`src/rtl/cpu6_pipeline_ctrl_if.sv`:
```
// cpu6_pipeline_ctrl_if: hazard inputs and stall/flash outputs between the cpu6 datapath and its pipeline controller
interface cpu6_pipeline_ctrl_if #(
    parameter int REGADDR_W = 5
);
    logic                 redirectE;
    logic                 mem_stall;
    logic                 memtoregE;
    logic [REGADDR_W-1:0] rdE;
    logic [REGADDR_W-1:0] rs1D;
    logic [REGADDR_W-1:0] rs2D;
    logic                 empty_pipeline_reqD;
    logic                 empty_pipeline_reqW;
    logic                 stallF;
    logic                 stallD;
    logic                 stallE;
    logic                 flashD;
    logic                 flashE;
    logic                 drain_busy;

    modport master (
        input  redirectE, mem_stall, memtoregE, rdE, rs1D, rs2D,
               empty_pipeline_reqD, empty_pipeline_reqW,
        output stallF, stallD, stallE, flashD, flashE, drain_busy
    );

    modport slave (
        output redirectE, mem_stall, memtoregE, rdE, rs1D, rs2D,
               empty_pipeline_reqD, empty_pipeline_reqW,
        input  stallF, stallD, stallE, flashD, flashE, drain_busy
    );
endinterface

```
`src/rtl/cpu6_pipeline_ctrl.sv`:
```
// cpu6_pipeline_ctrl: stall/flush arbitration and empty-pipeline drain FSM for the cpu6 5-stage pipeline
module cpu6_pipeline_ctrl #(
    parameter int DRAIN_CYCLES = 2,
    parameter int REGADDR_W    = 5
) (
    input logic                  clk,
    input logic                  reset,
    cpu6_pipeline_ctrl_if.master bus
);
    typedef enum logic [1:0] {IDLE, DRAIN, HOLD} state_t;
    localparam logic [2:0] CNT_INIT = 3'(DRAIN_CYCLES - 1);
    // {stallF, stallD, stallE, flashD, flashE}
    localparam logic [4:0] O_NONE   = 5'b00000;
    localparam logic [4:0] O_FLUSH  = 5'b00011;
    localparam logic [4:0] O_FREEZE = 5'b11100;
    localparam logic [4:0] O_BUBBLE = 5'b11001;
    state_t     state;
    logic [2:0] cnt;
    logic       load_use;
    logic       fsm_hold;
    logic [4:0] o;

    // Resolve the highest-priority hazard into this cycle's stall/flash pattern
    always_comb begin
        load_use = bus.memtoregE && bus.rdE != {REGADDR_W{1'b0}} &&
                   (bus.rdE == bus.rs1D || bus.rdE == bus.rs2D);
        fsm_hold = (state == IDLE  && bus.empty_pipeline_reqD) ||
                   (state == DRAIN && cnt != 3'd0) ||
                   (state == HOLD  && !bus.empty_pipeline_reqW);
        o = reset         ? O_FLUSH  :
            bus.redirectE ? O_FLUSH  :
            bus.mem_stall ? O_FREEZE :
            load_use      ? O_BUBBLE :
            fsm_hold      ? O_BUBBLE : O_NONE;
    end

    assign {bus.stallF, bus.stallD, bus.stallE, bus.flashD, bus.flashE} = o;
    assign bus.drain_busy = !reset && state != IDLE;

    // Drain FSM: hold the requester in D for DRAIN_CYCLES, then starve younger work until it retires
    always_ff @(posedge clk) begin
        if (reset) begin
            state <= IDLE;
            cnt   <= 3'd0;
        end else if (bus.redirectE) begin
            if (state == DRAIN) begin
                state <= IDLE;
                cnt   <= 3'd0;
            end else if (state == HOLD && bus.empty_pipeline_reqW) begin
                state <= IDLE;
            end
        end else if (!bus.mem_stall) begin
            case (state)
                IDLE: if (bus.empty_pipeline_reqD && !load_use) begin
                    state <= DRAIN;
                    cnt   <= CNT_INIT;
                end
                DRAIN: if (!load_use) begin
                    if (cnt != 3'd0) cnt <= cnt - 3'd1;
                    else state <= HOLD;
                end
                HOLD: if (bus.empty_pipeline_reqW) state <= IDLE;
                default: state <= IDLE;
            endcase
        end
    end
endmodule

```
`src/flat_wrapper.sv`:
```
// flat-port wrapper written by rule: the top's interface ports become plain ports
module cpu6_pipeline_ctrl_flat 
#(
    parameter int DRAIN_CYCLES = 2,
    parameter int REGADDR_W    = 5
)
  (clk, reset, bus_redirectE, bus_mem_stall, bus_memtoregE, bus_rdE, bus_rs1D, bus_rs2D, bus_empty_pipeline_reqD, bus_empty_pipeline_reqW, bus_stallF, bus_stallD, bus_stallE, bus_flashD, bus_flashE, bus_drain_busy);
  cpu6_pipeline_ctrl_if #(.REGADDR_W(REGADDR_W)) bus_i ();
  input logic clk;
  input logic reset;
  input wire logic [$bits(bus_i.redirectE)-1:0] bus_redirectE;
  input wire logic [$bits(bus_i.mem_stall)-1:0] bus_mem_stall;
  input wire logic [$bits(bus_i.memtoregE)-1:0] bus_memtoregE;
  input wire logic [$bits(bus_i.rdE)-1:0] bus_rdE;
  input wire logic [$bits(bus_i.rs1D)-1:0] bus_rs1D;
  input wire logic [$bits(bus_i.rs2D)-1:0] bus_rs2D;
  input wire logic [$bits(bus_i.empty_pipeline_reqD)-1:0] bus_empty_pipeline_reqD;
  input wire logic [$bits(bus_i.empty_pipeline_reqW)-1:0] bus_empty_pipeline_reqW;
  output wire logic [$bits(bus_i.stallF)-1:0] bus_stallF;
  output wire logic [$bits(bus_i.stallD)-1:0] bus_stallD;
  output wire logic [$bits(bus_i.stallE)-1:0] bus_stallE;
  output wire logic [$bits(bus_i.flashD)-1:0] bus_flashD;
  output wire logic [$bits(bus_i.flashE)-1:0] bus_flashE;
  output wire logic [$bits(bus_i.drain_busy)-1:0] bus_drain_busy;
  assign bus_i.redirectE = bus_redirectE;
  assign bus_i.mem_stall = bus_mem_stall;
  assign bus_i.memtoregE = bus_memtoregE;
  assign bus_i.rdE = bus_rdE;
  assign bus_i.rs1D = bus_rs1D;
  assign bus_i.rs2D = bus_rs2D;
  assign bus_i.empty_pipeline_reqD = bus_empty_pipeline_reqD;
  assign bus_i.empty_pipeline_reqW = bus_empty_pipeline_reqW;
  assign bus_stallF = bus_i.stallF;
  assign bus_stallD = bus_i.stallD;
  assign bus_stallE = bus_i.stallE;
  assign bus_flashD = bus_i.flashD;
  assign bus_flashE = bus_i.flashE;
  assign bus_drain_busy = bus_i.drain_busy;
  cpu6_pipeline_ctrl #(.DRAIN_CYCLES(DRAIN_CYCLES), .REGADDR_W(REGADDR_W)) u_core (.clk(clk), .reset(reset), .bus(bus_i));
endmodule
```
`config.mk`:
```
export PLATFORM = sky130hd
export DESIGN_NAME = cpu6_pipeline_ctrl_flat
export DESIGN_NICKNAME = d
export VERILOG_FILES = /design/src/rtl/cpu6_pipeline_ctrl_if.sv /design/src/rtl/cpu6_pipeline_ctrl.sv /design/src/flat_wrapper.sv
export SDC_FILE = /design/constraint.sdc
export NUM_CORES = 1
export LEC_CHECK = 0
export ABC_CLOCK_PERIOD_IN_PS = 2500
export BUFFER_PORTS_ARGS = -buffer_cell sky130_fd_sc_hd__buf_2
export CAP_MARGIN = 10
export CELL_PAD_IN_SITES_DETAIL_PLACEMENT = 0
export CELL_PAD_IN_SITES_GLOBAL_PLACEMENT = 1
export CORE_AREA = 5 5 50 52
export CTS_CLUSTER_DIAMETER = 80
export CTS_CLUSTER_SIZE = 24
export DETAILED_ROUTE_END_ITERATION = 6
export DIE_AREA = 0 0 55 57
export PLACE_DENSITY_LB_ADDON = 0.3
export SYNTH_ARGS = -nofsm -noshare
export SYNTH_HDL_FRONTEND = slang
export SYNTH_SLANG_ARGS = --single-unit
```
`constraint.sdc`:
```
create_clock -name clk -period 2.5 [get_ports clk]
set_clock_uncertainty 0.15 [all_clocks]
set_input_delay 0.25 -clock clk [delete_from_list [all_inputs] [get_ports clk]]
set_output_delay 0.25 -clock clk [all_outputs]
set_load 0.02 [all_outputs]
```
==> insert_results.sql, run 1 <==
INSERT INTO impl_metrics (metric_group, metric, value, unit) VALUES
('run_status', 'status', 'finished, final reports clean', ''),
('critical_path', 'worst-endpoint-arrival', '1.70', 'ns'),
('global_route', 'gr-usage-all-layers', '12.3', '%'),
('logic_synthesis', 'synth-compound-area-share', '36.9', '%'),
('critical_path', 'crit_path_start', 'u_core.cnt[0]$_SDFFE_PP0P_', ''),
('pwr', 'leakage', '0.324', 'nW'),
('critical_path', 'worstPathMaxFanout', '4', ''),
('logic_synthesis', 'main_combinational_cell_family_by_area_after_synthesis', 'compound AO/OA/AOI/OAI gates', ''),
('cells_and_area', 'finalNonFillerCells', '143', ''),
('clock_tree', 'numClockSinks', '5', ''),
('clock_tree', 'cts_max_path_buffers', '2', ''),
('timing', 'final_period_minus_worst_setup_slack', '2.10', 'ns'),
('clock_tree', 'insertion_delay', '0.25', 'ns'),
('cells_and_area', 'final_net_count', '140', ''),
('hold_path', 'worstHoldStart', 'reset', ''),
('timing', 'totalNegativeSetupSlack', '0', 'ns'),
('critical_path', 'start_kind', 'register', ''),
('cells_and_area', 'mostFrequentLayoutCells', '27 x sky130_fd_sc_hd__buf_2, 10 x sky130_fd_sc_hd__xnor2_1, 9 x sky130_fd_sc_hd__inv_1', ''),
('routing', 'postRouteWirelength', '1750', 'um'),
('floorplan', 'die_y', '57', 'um'),
('floorplan', 'io-pin-count', '28', ''),
('routing', 'drt-initial-drc-count', '16', ''),
('timing', 'setup_repair_after_global_routing_missed_its_margin', 'false', ''),
('timing', 'timing.final.crit_share', '84.1', '%'),
('pwr', 'p_total', '0.289', 'mW'),
('cells_and_area', 'commonest_non_fill_non_tap_cell_in_the_layout', 'sky130_fd_sc_hd__buf_2', ''),
('cells_and_area', 'diodes', '0', ''),
('timing', 'hold_violations', '0', ''),
('logic_synthesis', 'synth_seq_cells', '5', ''),
('cells_and_area', 'finish.utilization', '39.3', '%'),
('pwr', 'powerDensity', '356', 'nW/um^2'),
('logic_synthesis', 'synth_xor_xnor_area_share', '13.8', '%'),
('critical_path', 'setup.reg_to_reg.worst_slack', '0.47', 'ns'),
('floorplan', 'number_of_cell_rows', '17', ''),
('pwr', 'irDropWorstVdd', '0.191', 'mV'),
('floorplan', 'floorplan.initialDensity', '30.7', '%'),
('placed_design', 'port_buffers', '27', ''),
('logic_synthesis', 'syn-num-nets', '112', ''),
('timing', 'drv_slew', '0', ''),
('floorplan', 'die_wd', '55', 'um'),
('clock_tree', 'path_clk_slew', '0.05', 'ns'),
('clock_tree', 'cts_tree', 'yes', ''),
('logic_synthesis', 'synth.lib_cells_used.distinct', '33', ''),
('global_route', 'grt_pass1_vias', '725', ''),
('timing', 'timing.final.setup_violations', '0', ''),
('global_route', 'overflow', '0', ''),
('routing', 'route.vias.total', '761', ''),
('routing', 'drt_first_pass_iters', '4', ''),
('placed_design', 'number_of_placed_instances_with_taps_included', '139', ''),
('critical_path', 'cp_cell_sequence', 'inv_1 > ha_1 > nor2b_1 > o211ai_1 > a22oi_1 > a21oi_1 > buf_2', ''),
('global_route', 'grt_max_degree', '13', ''),
('critical_path', 'worst_path_largest_cell_delay', '0.37', 'ns'),
('placed_design', 'post_place_setup_slack', '0.412', 'ns'),
('clock_tree', 'postCtsResizedCells', '0', ''),
('timing', 'timing.fmax', '476', 'MHz'),
('critical_path', 'cp_num_buf_inv', '2', ''),
('clock_tree', 'clock_tree.htree_level_count', '1', ''),
('timing', 'slew_headroom', '61.3', '%'),
('cells_and_area', 'layout-drive-gt1-share', '32.2', '%'),
('global_route', 'initial_antenna_violation_count', '0', ''),
('logic_synthesis', 'syn-cell-area', '634', 'um^2'),
('cells_and_area', 'syn2layout_area_growth', '27.8', '%'),
('flow_run', 'maxCapViolations', '0', ''),
('clock_tree', 'numCtsBuffers', '3', ''),
('routing', 'ant_nets', '0', ''),
('routing', 'routed_vias_inst', '5.32', ''),
('logic_synthesis', 'synth_area_per_cell', '7.21', 'um^2'),
('logic_synthesis', 'synth-adder-area-share', '3.94', '%'),
('logic_synthesis', 'yosysSeqAreaShare', '15.8', '%'),
('placed_design', 'dp_hpwl', '1450', 'um'),
('critical_path', 'cp_top_family', 'compound AO/OA/AOI/OAI gates', '');
where the power goes:
part           switching (mW)  leakage [nW]  total, mW  internal, mW
logic                  0.0603         0.268      0.107        0.0469
registers             0.00352        0.0405     0.0858        0.0823
clock network          0.0351        0.0150     0.0956        0.0605
routing by layer:
| layer | part of all wire, % | track usage [%] |
|---|---|---|
| met5 | 0 | 0 |
| met4 | 1.4 | 3.82 |
| met3 | 9.2 | 4.70 |
| met2 | 51 | 20.4 |
| met1 | 38 | 14.1 |
synth_stat cells, drive strengths merged:
| cell type | count | area (um^2) |
|---|---|---|
| buf | 2 | 12.5 |
| nand2b | 3 | 18.8 |
| inv | 9 | 33.8 |
| o211ai | 5 | 37.5 |
| xnor2 | 10 | 87.6 |
| or2 | 1 | 6.26 |
| o22a | 1 | 10.0 |
| a211oi | 2 | 20.0 |
| dfxtp | 5 | 100 |
| a21oi | 6 | 30.0 |
| nor2 | 5 | 18.8 |
| ha | 2 | 25.0 |
| o211a | 1 | 10.0 |
| a32o | 1 | 10.0 |
| or4 | 1 | 11.3 |
| a311oi | 1 | 8.76 |
| a22oi | 1 | 7.51 |
| o21a | 1 | 7.51 |
| o32ai | 1 | 8.76 |
| o22ai | 1 | 6.26 |
| nand3 | 2 | 10.0 |
| nor2b | 1 | 6.26 |
| nor4 | 3 | 18.8 |
| nand2 | 8 | 30.0 |
| o221ai | 2 | 17.5 |
| clkbuf | 2 | 7.51 |
| o21ai | 9 | 60.1 |
| nor3 | 1 | 5.00 |
| or2b | 1 | 8.76 |
registers in the layout, summed over array words and instances (netlist names):
name and count:
u_core.cnt 3, u_core.state 2
per-stage QoR:
stage               cell area (um^2)  hold WS [ns]
finish                           811         0.117
global route                     811         0.122
CTS                              811         0.115
detailed placement               785         0.364
global placement                 785         0.351
floorplan                        634         0.169
final cells by class:
| class | instances | area, um^2 |
|---|---|---|
| tap | 28 | 35.0 |
| sequential | 5 | 100 |
| clock buffer | 4 | 26.3 |
| fill | 244 | 1250 |
| timing repair buffer | 27 | 135 |
| inverter | 9 | 33.8 |
| multi-input combinational | 70 | 480 |
cells by family (layout without fill, tap and decap cells):
| kind of cell | after synthesis | after routing |
|---|---|---|
| compound gates | 32 | 32 |
| buf+inv | 13 | 40 |
| simple gates | 26 | 26 |
| flops | 5 | 5 |
| fa+ha+maj | 2 | 2 |
| xor+xnor | 10 | 10 |
worst paths after layout:
kind / endpoint
worst max-delay path: bus_stallD
worst min-delay path: u_core.state[1]$_SDFFE_PP0P_
worst max register to register: u_core.cnt[0]$_SDFFE_PP0P_
worst min register to register: u_core.cnt[1]$_SDFFE_PP0P_
Note: power is estimated with default switching activity, not from simulation.
==> run 2, diff against run 1 <==
ABC_AREA = 1   (was default)
ABC_CLOCK_PERIOD_IN_PS = 2000   (was 2500)
CORE_AREA = 5 5 54 56   (was 5 5 50 52)
DIE_AREA = 0 0 59 61   (was 0 0 55 57)
clock period = 2 ns   (was 2.5 ns; I/O delays follow)
==> run 2 against run 1 <==
Net effect: synthesized area is 2.6% higher; sequential cell count stayed put; first-iteration DRC count is 19% higher; cell count is 28% higher; routed wire length is 13% lower; clock power is 17% higher; critical path depth is 1 higher; critical path type unchanged.
==> insert_results.sql, run 2 <==
INSERT INTO impl_metrics (metric_group, metric, value, unit) VALUES
('logic_synthesis', 'synthesis.instances', '123', ''),
('floorplan', 'fp.dieArea', '3600', 'um^2'),
('clock_tree', 'clock_tree.htree_level_count', '1', ''),
('logic_synthesis', 'postSynth.asyncResetShare', '0', '%'),
('timing', 'slew_headroom', '73.1', '%'),
('critical_path', 'worst_setup_path_end_kind', 'output port', ''),
('floorplan', 'number_of_cell_rows', '18', ''),
('critical_path', 'worst-endpoint-arrival', '1.42', 'ns'),
('critical_path', 'critical-path-top-cell-by-count', 'sky130_fd_sc_hd__inv_1', ''),
('global_route', 'initial_antenna_violation_count', '0', ''),
('logic_synthesis', 'yosys_most_used_dff', 'sky130_fd_sc_hd__dfxtp_1', ''),
('clock_tree', 'clock_tree_root_buffer_cell', 'sky130_fd_sc_hd__clkbuf_4', ''),
('cells_and_area', 'final_net_count', '178', ''),
('floorplan', 'io-pin-count', '28', ''),
('routing', 'detailed_route_drc_error_count', '0', ''),
('global_route', 'grt_pass1_vias', '643', ''),
('critical_path', 'critical_path_s_slowest_cell', 'sky130_fd_sc_hd__dfxtp_1', ''),
('cells_and_area', 'commonest_non_fill_non_tap_cell_in_the_layout', 'sky130_fd_sc_hd__nand2_1', ''),
('routing', 'routed_vias_inst', '4.11', ''),
('cells_and_area', 'finalNonFillerCells', '183', ''),
('critical_path', 'worst_path_largest_cell_delay', '0.29', 'ns'),
('logic_synthesis', 'yosysTopAreaCell', 'sky130_fd_sc_hd__nand2_1', ''),
('placed_design', 'gp_congestion', '0.784', ''),
('clock_tree', 'postCtsResizedCells', '0', ''),
('critical_path', 'start_kind', 'register', ''),
('clock_tree', 'insertion_delay', '0.23', 'ns'),
('timing', 'timing_worst_slew_pin_value', '0.401', 'ns'),
('placed_design', 'post_place_setup_slack', '0.382', 'ns'),
('critical_path', 'worstPathMaxFanout', '4', ''),
('pwr', 'cell_internal_pwr', '0.253', 'mW'),
('clock_tree', 'cts_setup_buffers', '0', ''),
('logic_synthesis', 'syn-cell-area', '651', 'um^2'),
('global_route', 'gr-usage-all-layers', '9.00', '%'),
('cells_and_area', 'diodes', '0', ''),
('pwr', 'share_clk_of_total_power', '27.8', '%'),
('cells_and_area', 'fillerInstances', '284', ''),
('pwr', 'pwr-share-comb', '43.9', '%'),
('clock_tree', 'numCtsBuffers', '3', ''),
('global_route', 'grt_max_degree', '8', ''),
('timing', 'hold_violations', '0', ''),
('logic_synthesis', 'synth-edff-count', '0', ''),
('timing', 'setup_repair_after_global_routing_missed_its_margin', 'false', ''),
('run_status', 'status', 'finished, final reports clean', ''),
('pwr', 'powerDensity', '479', 'nW/um^2'),
('cells_and_area', 'layout-drive-gt1-share', '32.0', '%'),
('critical_path', 'required', '1.65', 'ns'),
('timing', 'timing.final.setup_violations', '0', ''),
('timing', 'timing.fmax', '565', 'MHz'),
('cells_and_area', 'syn2layout_area_growth', '29.4', '%'),
('hold_path', 'hp-class', 'input port to register', ''),
('routing', 'route.vias.total', '753', ''),
('clock_tree', 'numClockSinks', '5', ''),
('logic_synthesis', 'yosys.cell_count.top_type', 'sky130_fd_sc_hd__nand2_1', ''),
('critical_path', 'cp_num_buf_inv', '3', ''),
('logic_synthesis', 'yosys_warnings', '0', ''),
('timing', 'fin_ws', '0.230', 'ns'),
('floorplan', 'die_y', '61', 'um'),
('logic_synthesis', 'synth_area_per_cell', '5.29', 'um^2'),
('pwr', 'irDropWorstVdd', '0.276', 'mV'),
('critical_path', 'timing.setup.critical_path_class', 'register to output port', ''),
('routing', 'drt_first_pass_iters', '4', ''),
('clock_tree', 'cts_max_path_buffers', '2', ''),
('flow_run', 'maxCapViolations', '0', ''),
('logic_synthesis', 'post_synth_main_area_contributors', 'sky130_fd_sc_hd__nand2_1 22%, sky130_fd_sc_hd__dfxtp_1 15%, sky130_fd_sc_hd__inv_1 12%', ''),
('cells_and_area', 'mostFrequentLayoutCells', '38 x sky130_fd_sc_hd__nand2_1, 27 x sky130_fd_sc_hd__buf_2, 20 x sky130_fd_sc_hd__inv_1', ''),
('timing', 'totalNegativeSetupSlack', '0', 'ns'),
('cells_and_area', 'largest_register_ffs', '3', ''),
('pwr', 'net-switching-power', '0.151', 'mW'),
('logic_synthesis', 'yosysSeqAreaShare', '15.4', '%'),
('critical_path', 'cp_cell_sequence', 'inv_1 > ha_1 > nand2_1 > nand2_2 > nand4_1 > o21ai_0 > inv_1 > buf_2', ''),
('pwr', 'power.sequential.fraction', '28.3', '%'),
('logic_synthesis', 'syn-num-nets', '147', ''),
('global_route', 'overflow', '0', ''),
('routing', 'ant_nets', '0', ''),
('clock_tree', 'path_clk_slew', '0.04', 'ns'),
('pwr', 'swShare', '37.3', '%'),
('clock_tree', 'cts_hold_repair.buffers', '0', ''),
('logic_synthesis', 'synth_largest_type_area_fraction', '21.9', '%'),
('timing', 'drv_slew', '0', ''),
('placed_design', 'dp_hpwl', '1360', 'um'),
('placed_design', 'port_buffers', '27', ''),
('floorplan', 'floorplan.initialDensity', '27.3', '%'),
('cells_and_area', 'reg_with_most_ffs', 'u_core.cnt', ''),
('placed_design', 'number_of_placed_instances_with_taps_included', '179', ''),
('routing', 'postRouteWirelength', '1520', 'um'),
('cells_and_area', 'largest_registers', 'u_core.cnt: 3 flops, u_core.state: 2 flops', ''),
('routing', 'wl_per_cell', '8.31', 'um'),
('clock_tree', 'cts_tree', 'yes', ''),
('logic_synthesis', 'synth.lib_cells_used.distinct', '21', ''),
('logic_synthesis', 'synthTopCellsByCount', '38 x sky130_fd_sc_hd__nand2_1, 20 x sky130_fd_sc_hd__inv_1, 15 x sky130_fd_sc_hd__nor2_1', ''),
('global_route', 'wire_length_of_the_first_global_routing_pass', '2550', 'um'),
('routing', 'drt-initial-drc-count', '19', ''),
('critical_path', 'cp_top_family', 'buffers and inverters', ''),
('pwr', 'leakage', '0.521', 'nW'),
('timing', 'fin_hold_ws', '0.0777', 'ns'),
('timing', 'timing.final.crit_share', '88.5', '%'),
('timing', 'final_period_minus_worst_setup_slack', '1.77', 'ns'),
('floorplan', 'core_area', '2390', 'um^2'),
('floorplan', 'die_wd', '59', 'um'),
('logic_synthesis', 'synth_seq_cells', '5', '');
-- run 2: power by group through the flow --
stage,Sequential [mW],Combinational (mW),Clock [mW]
after floorplan,0.115,0.125,0
after global placement,0.116,0.178,0
after detailed placement,0.116,0.179,0
after CTS,0.114,0.180,0.117
after global routing,0.115,0.207,0.122
final,0.114,0.177,0.112
-- run 2: cell families (layout without fill, tap and decap cells) --
kind of cell / Yosys count / after routing / share of synthesized area, %
flip-flops: 5 / 5 / 15.4
AO/OA/AOI/OAI: 9 / 9 / 7.50
AND/OR/NAND/NOR: 76 / 76 / 53.3
adder cells (fa/ha/maj): 2 / 2 / 3.85
buffers and inverters: 29 / 59 / 17.3
XOR/XNOR: 2 / 2 / 2.69
-- run 2: worst reg2reg max path: stages, from the launching register on --
cell                      delay, ns
sky130_fd_sc_hd__dfxtp_1       0.30
sky130_fd_sc_hd__inv_1         0.07
sky130_fd_sc_hd__ha_1          0.20
sky130_fd_sc_hd__nand2_1       0.09
sky130_fd_sc_hd__nand2_2       0.07
sky130_fd_sc_hd__a21oi_1       0.15
sky130_fd_sc_hd__nor3_2        0.06
sky130_fd_sc_hd__nand2_1       0.10
sky130_fd_sc_hd__inv_2         0.05
sky130_fd_sc_hd__nand2_2       0.06
sky130_fd_sc_hd__nand2_1       0.05
sky130_fd_sc_hd__a21oi_1       0.11
-- run 2: worst paths after layout --
| path | start | end | slack (ns) | cells after the start |
|---|---|---|---|---|
| hold reg to reg | u_core.cnt[2]$_SDFFE_PP0P_ | u_core.cnt[2]$_SDFFE_PP0P_ | 0.35 | 2 |
| hold / removal | reset | u_core.state[1]$_SDFFE_PP0P_ | 0.08 | 2 |
| setup / recovery | u_core.cnt[0]$_SDFFE_PP0P_ | bus_stallD | 0.23 | 8 |
| setup reg to reg | u_core.cnt[0]$_SDFFE_PP0P_ | u_core.state[1]$_SDFFE_PP0P_ | 0.48 | 11 |
-- run 2: per-stage QoR --
step / cell area, um^2 / power [mW] / utilization [%]
finish: 842 / 0.403 / 35.3
global route: 842 / 0.444 / 35.3
CTS: 842 / 0.410 / 35.3
detailed placement: 816 / 0.295 / 34.2
global placement: 816 / 0.293 / 34.2
floorplan: 651 / 0.240 / -
-- run 2: cell type report --
type / instances / area, um^2 / share of cell area, %
multi-input cells: 89 / 438 / 52.0
repair buffers: 27 / 135 / 16.0
inverters: 28 / 105 / 12.5
flip-flops and latches: 5 / 100 / 11.9
well taps: 30 / 37.5 / 4.46
clock buffers: 4 / 26.3 / 3.12
-- run 2: metal layers --
metal / vias to the layer above / wire (um) / GRT usage [%]
met4: 0 / 0 / 3.88
li1: 431 / - / -
met2: 20 / 649 / 14.7
met5: - / 0 / 0
met3: 0 / 133 / 1.91
met1: 302 / 737 / 11.5
==> run 3, diff against run 2 <==
ABC_AREA = 0   (was 1)
CORE_AREA = 5 5 52 54   (was 5 5 54 56)
DIE_AREA = 0 0 57 59   (was 0 0 59 61)
GPL_TIMING_DRIVEN = 0   (was default)
MAX_ROUTING_LAYER = met4   (was default)
==> run 3 against run 2 <==
Net effect: routed wire length grew 22%; global-route usage rose by 2.5 points; critical endpoint is now u_core.cnt[1]$_SDFFE_PP0P_; register-to-register slack got worse by 0.22 ns; critical path type is now input port to register.
==> insert_results.sql, run 3 (synthesis gave the netlist of run 1 again) <==
INSERT INTO impl_metrics (metric_group, metric, value, unit) VALUES
('run_status', 'status', 'finished, final reports clean', ''),
('timing', 'timing.final.crit_share', '97.9', '%'),
('routing', 'detailed_route_drc_error_count', '0', ''),
('clock_tree', 'numClockSinks', '5', ''),
('floorplan', 'core_area', '2170', 'um^2'),
('critical_path', 'start_kind', 'input port', ''),
('routing', 'routed_vias_inst', '5.12', ''),
('hold_path', 'worstHoldStart', 'reset', ''),
('placed_design', 'gp_congestion', '0.758', ''),
('critical_path', 'critical_path.reg2reg.startpoint', 'u_core.cnt[0]$_SDFFE_PP0P_', ''),
('critical_path', 'worstPathMaxFanout', '4', ''),
('placed_design', 'post_place_setup_slack', '-0.145', 'ns'),
('timing', 'hold_violations', '0', ''),
('timing', 'setup_repair_after_global_routing_missed_its_margin', 'true', ''),
('placed_design', 'dp_hpwl', '1460', 'um'),
('global_route', 'gr-usage-all-layers', '11.5', '%'),
('routing', 'route.vias.total', '788', ''),
('global_route', 'grt_pass1_vias', '758', ''),
('critical_path', 'worst-endpoint-arrival', '1.93', 'ns'),
('routing', 'postRouteWirelength', '1850', 'um'),
('clock_tree', 'path_clk_slew', '0.04', 'ns'),
('timing', 'final_period_minus_worst_setup_slack', '1.96', 'ns'),
('cells_and_area', 'layout-drive-gt1-share', '44.4', '%'),
('timing', 'slew_headroom', '71.7', '%'),
('clock_tree', 'clock_tree_root_buffer_cell', 'sky130_fd_sc_hd__clkbuf_4', ''),
('routing', 'drt_first_pass_iters', '4', ''),
('floorplan', 'io-pin-count', '28', ''),
('critical_path', 'ff2ff_path_depth', '8', ''),
('floorplan', 'number_of_cell_rows', '17', ''),
('critical_path', 'worst_setup_path_end_kind', 'register', ''),
('cells_and_area', 'largest_registers', 'u_core.cnt: 3 flops, u_core.state: 2 flops', ''),
('clock_tree', 'insertion_delay', '0.24', 'ns'),
('cells_and_area', 'reg_with_most_ffs', 'u_core.cnt', ''),
('critical_path', 'worstReg2RegEnd', 'u_core.state[0]$_SDFFE_PP0P_', ''),
('pwr', 'irDropWorstVdd', '0.257', 'mV'),
('floorplan', 'die_wd', '57', 'um'),
('routing', 'wl_per_cell', '12.0', 'um'),
('critical_path', 'setup.reg_to_reg.worst_slack', '0.26', 'ns'),
('floorplan', 'fp.dieArea', '3360', 'um^2'),
('pwr', 'power.sequential.fraction', '27.4', '%'),
('global_route', 'initial_antenna_violation_count', '0', ''),
('cells_and_area', 'largest_register_ffs', '3', ''),
('cells_and_area', 'fillerInstances', '226', ''),
('hold_path', 'hp-class', 'input port to register', ''),
('pwr', 'powerDensity', '411', 'nW/um^2'),
('cells_and_area', 'commonest_non_fill_non_tap_cell_in_the_layout', 'sky130_fd_sc_hd__buf_2', ''),
('clock_tree', 'numCtsBuffers', '3', ''),
('cells_and_area', 'diodes', '0', ''),
('clock_tree', 'clock_tree.htree_level_count', '1', ''),
('cells_and_area', 'mostFrequentLayoutCells', '25 x sky130_fd_sc_hd__buf_2, 10 x sky130_fd_sc_hd__xnor2_1, 10 x sky130_fd_sc_hd__buf_4', ''),
('timing', 'timing_worst_slew_pin_value', '0.424', 'ns'),
('critical_path', 'required', '1.97', 'ns'),
('pwr', 'pwr-share-comb', '42.0', '%'),
('routing', 'drt-initial-drc-count', '18', ''),
('timing', 'fin_ws', '0.0430', 'ns'),
('cells_and_area', 'syn2layout_area_growth', '47.1', '%'),
('cells_and_area', 'final_net_count', '151', ''),
('pwr', 'cell_internal_pwr', '0.256', 'mW'),
('pwr', 'p_total', '0.384', 'mW'),
('routing', 'ant_nets', '0', ''),
('critical_path', 'timing.setup.critical_path_class', 'input port to register', ''),
('pwr', 'leakage', '0.388', 'nW'),
('timing', 'timing.fmax', '511', 'MHz'),
('placed_design', 'port_buffers', '27', ''),
('timing', 'timing.final.setup_violations', '0', ''),
('flow_run', 'maxCapViolations', '0', ''),
('hold_path', 'hold-path-cell-count', '2', ''),
('pwr', 'swShare', '33.2', '%'),
('clock_tree', 'cts_max_path_buffers', '2', ''),
('floorplan', 'floorplan.initialDensity', '29.2', '%'),
('global_route', 'overflow', '0', ''),
('global_route', 'grt_max_degree', '11', ''),
('global_route', 'wire_length_of_the_first_global_routing_pass', '2970', 'um'),
('clock_tree', 'cts_tree', 'yes', ''),
('pwr', 'net-switching-power', '0.127', 'mW'),
('floorplan', 'die_y', '59', 'um'),
('timing', 'drv_slew', '0', ''),
('hold_path', 'endpoint_worst_hold', 'u_core.state[1]$_SDFFE_PP0P_', ''),
('pwr', 'share_clk_of_total_power', '30.6', '%');
## run 3: cell types whose count changed in the layout (fill, tap and decap cells not counted), sizes merged, moves of 5 or more
| cell | change |
|---|---|
| buf | +10 |
| inv | -19 |
| nand2 | -38 |
| nand3 | -5 |
| nor2 | -10 |
| o211ai | +5 |
| o21ai | +6 |
| xnor2 | +8 |
## run 3: cell type report
class | count | area [um^2] | area share (%)
inverters | 9 | 33.8 | 3.62
multi-input cells | 70 | 509 | 54.6
well taps | 28 | 35.0 | 3.75
clock buffers | 4 | 26.3 | 2.82
plain buffers | 2 | 8.76 | 0.938
repair buffers | 36 | 218 | 23.3
flip-flops and latches | 5 | 103 | 11.0
## run 3: worst max-delay path: stages
cell and delay [ns]:
sky130_fd_sc_hd__buf_4 0.12, sky130_fd_sc_hd__or4_4 0.54, sky130_fd_sc_hd__o21ai_4 0.19, sky130_fd_sc_hd__inv_2 0.06, sky130_fd_sc_hd__buf_4 0.13, sky130_fd_sc_hd__buf_4 0.12
sky130_fd_sc_hd__buf_4 0.12, sky130_fd_sc_hd__buf_4 0.13, sky130_fd_sc_hd__a211oi_2 0.22, sky130_fd_sc_hd__o32ai_1 0.10
## run 3: power by group through the flow
| stage | Clock (mW) | Sequential, mW | Combinational (mW) |
|---|---|---|---|
| after CTS | 0.123 | 0.105 | 0.148 |
| after global routing | 0.131 | 0.105 | 0.177 |
| after detailed placement | 0 | 0.106 | 0.138 |
| after floorplan | 0 | 0.106 | 0.0878 |
| final | 0.117 | 0.105 | 0.161 |
| after global placement | 0 | 0.107 | 0.137 |
## run 3: timing repair
action,4_1_cts,5_1_grt
pin swaps,4,5
hold buffers,0,0
setup buffers,4,5
resized for setup,8,9
endpoints found under the setup margin,3,6
## run 3: per-stage QoR
| step | cell area [um^2] | hold slack (ns) | setup TNS, ns | utilization, % | cells |
|---|---|---|---|---|---|
| after global placement | 805 | 0.329 | -0.212 | 37.1 | 143 |
| after floorplan | 634 | 0.119 | 0 | - | 88 |
| after global routing | 933 | 0.0758 | -0.0376 | 43.0 | 154 |
| after detailed placement | 805 | 0.329 | -0.178 | 37.1 | 143 |
| final | 933 | 0.0752 | 0 | 43.0 | 154 |
| after CTS | 875 | 0.0666 | 0 | 40.3 | 150 |
## run 3: per-layer routing
layer  up-vias  wire, um  track usage (%)  part of all wire, %
met4         0        18             3.64                 0.97
met2        31       908             19.7                   49
met3         2       133             4.58                  7.2
li1        395         -                -                    -
met5         -         0                -                    0
met1       360       793             12.0                   43
## run 3: how the worst max path moves through the flow
stage,start,end,cells after the start,slack [ns]
detailed placement,bus_rdE[0],bus_stallF,8,-0.14
global route,u_core.cnt[1]$_SDFFE_PP0P_,bus_flashE,7,-0.03
floorplan,u_core.cnt[0]$_SDFFE_PP0P_,bus_stallF,7,0.05
global placement,bus_rdE[0],bus_stallF,8,-0.15
CTS,u_core.cnt[0]$_SDFFE_PP0P_,bus_stallD,7,0.003
finish,bus_rdE[4],u_core.cnt[1]$_SDFFE_PP0P_,10,0.04
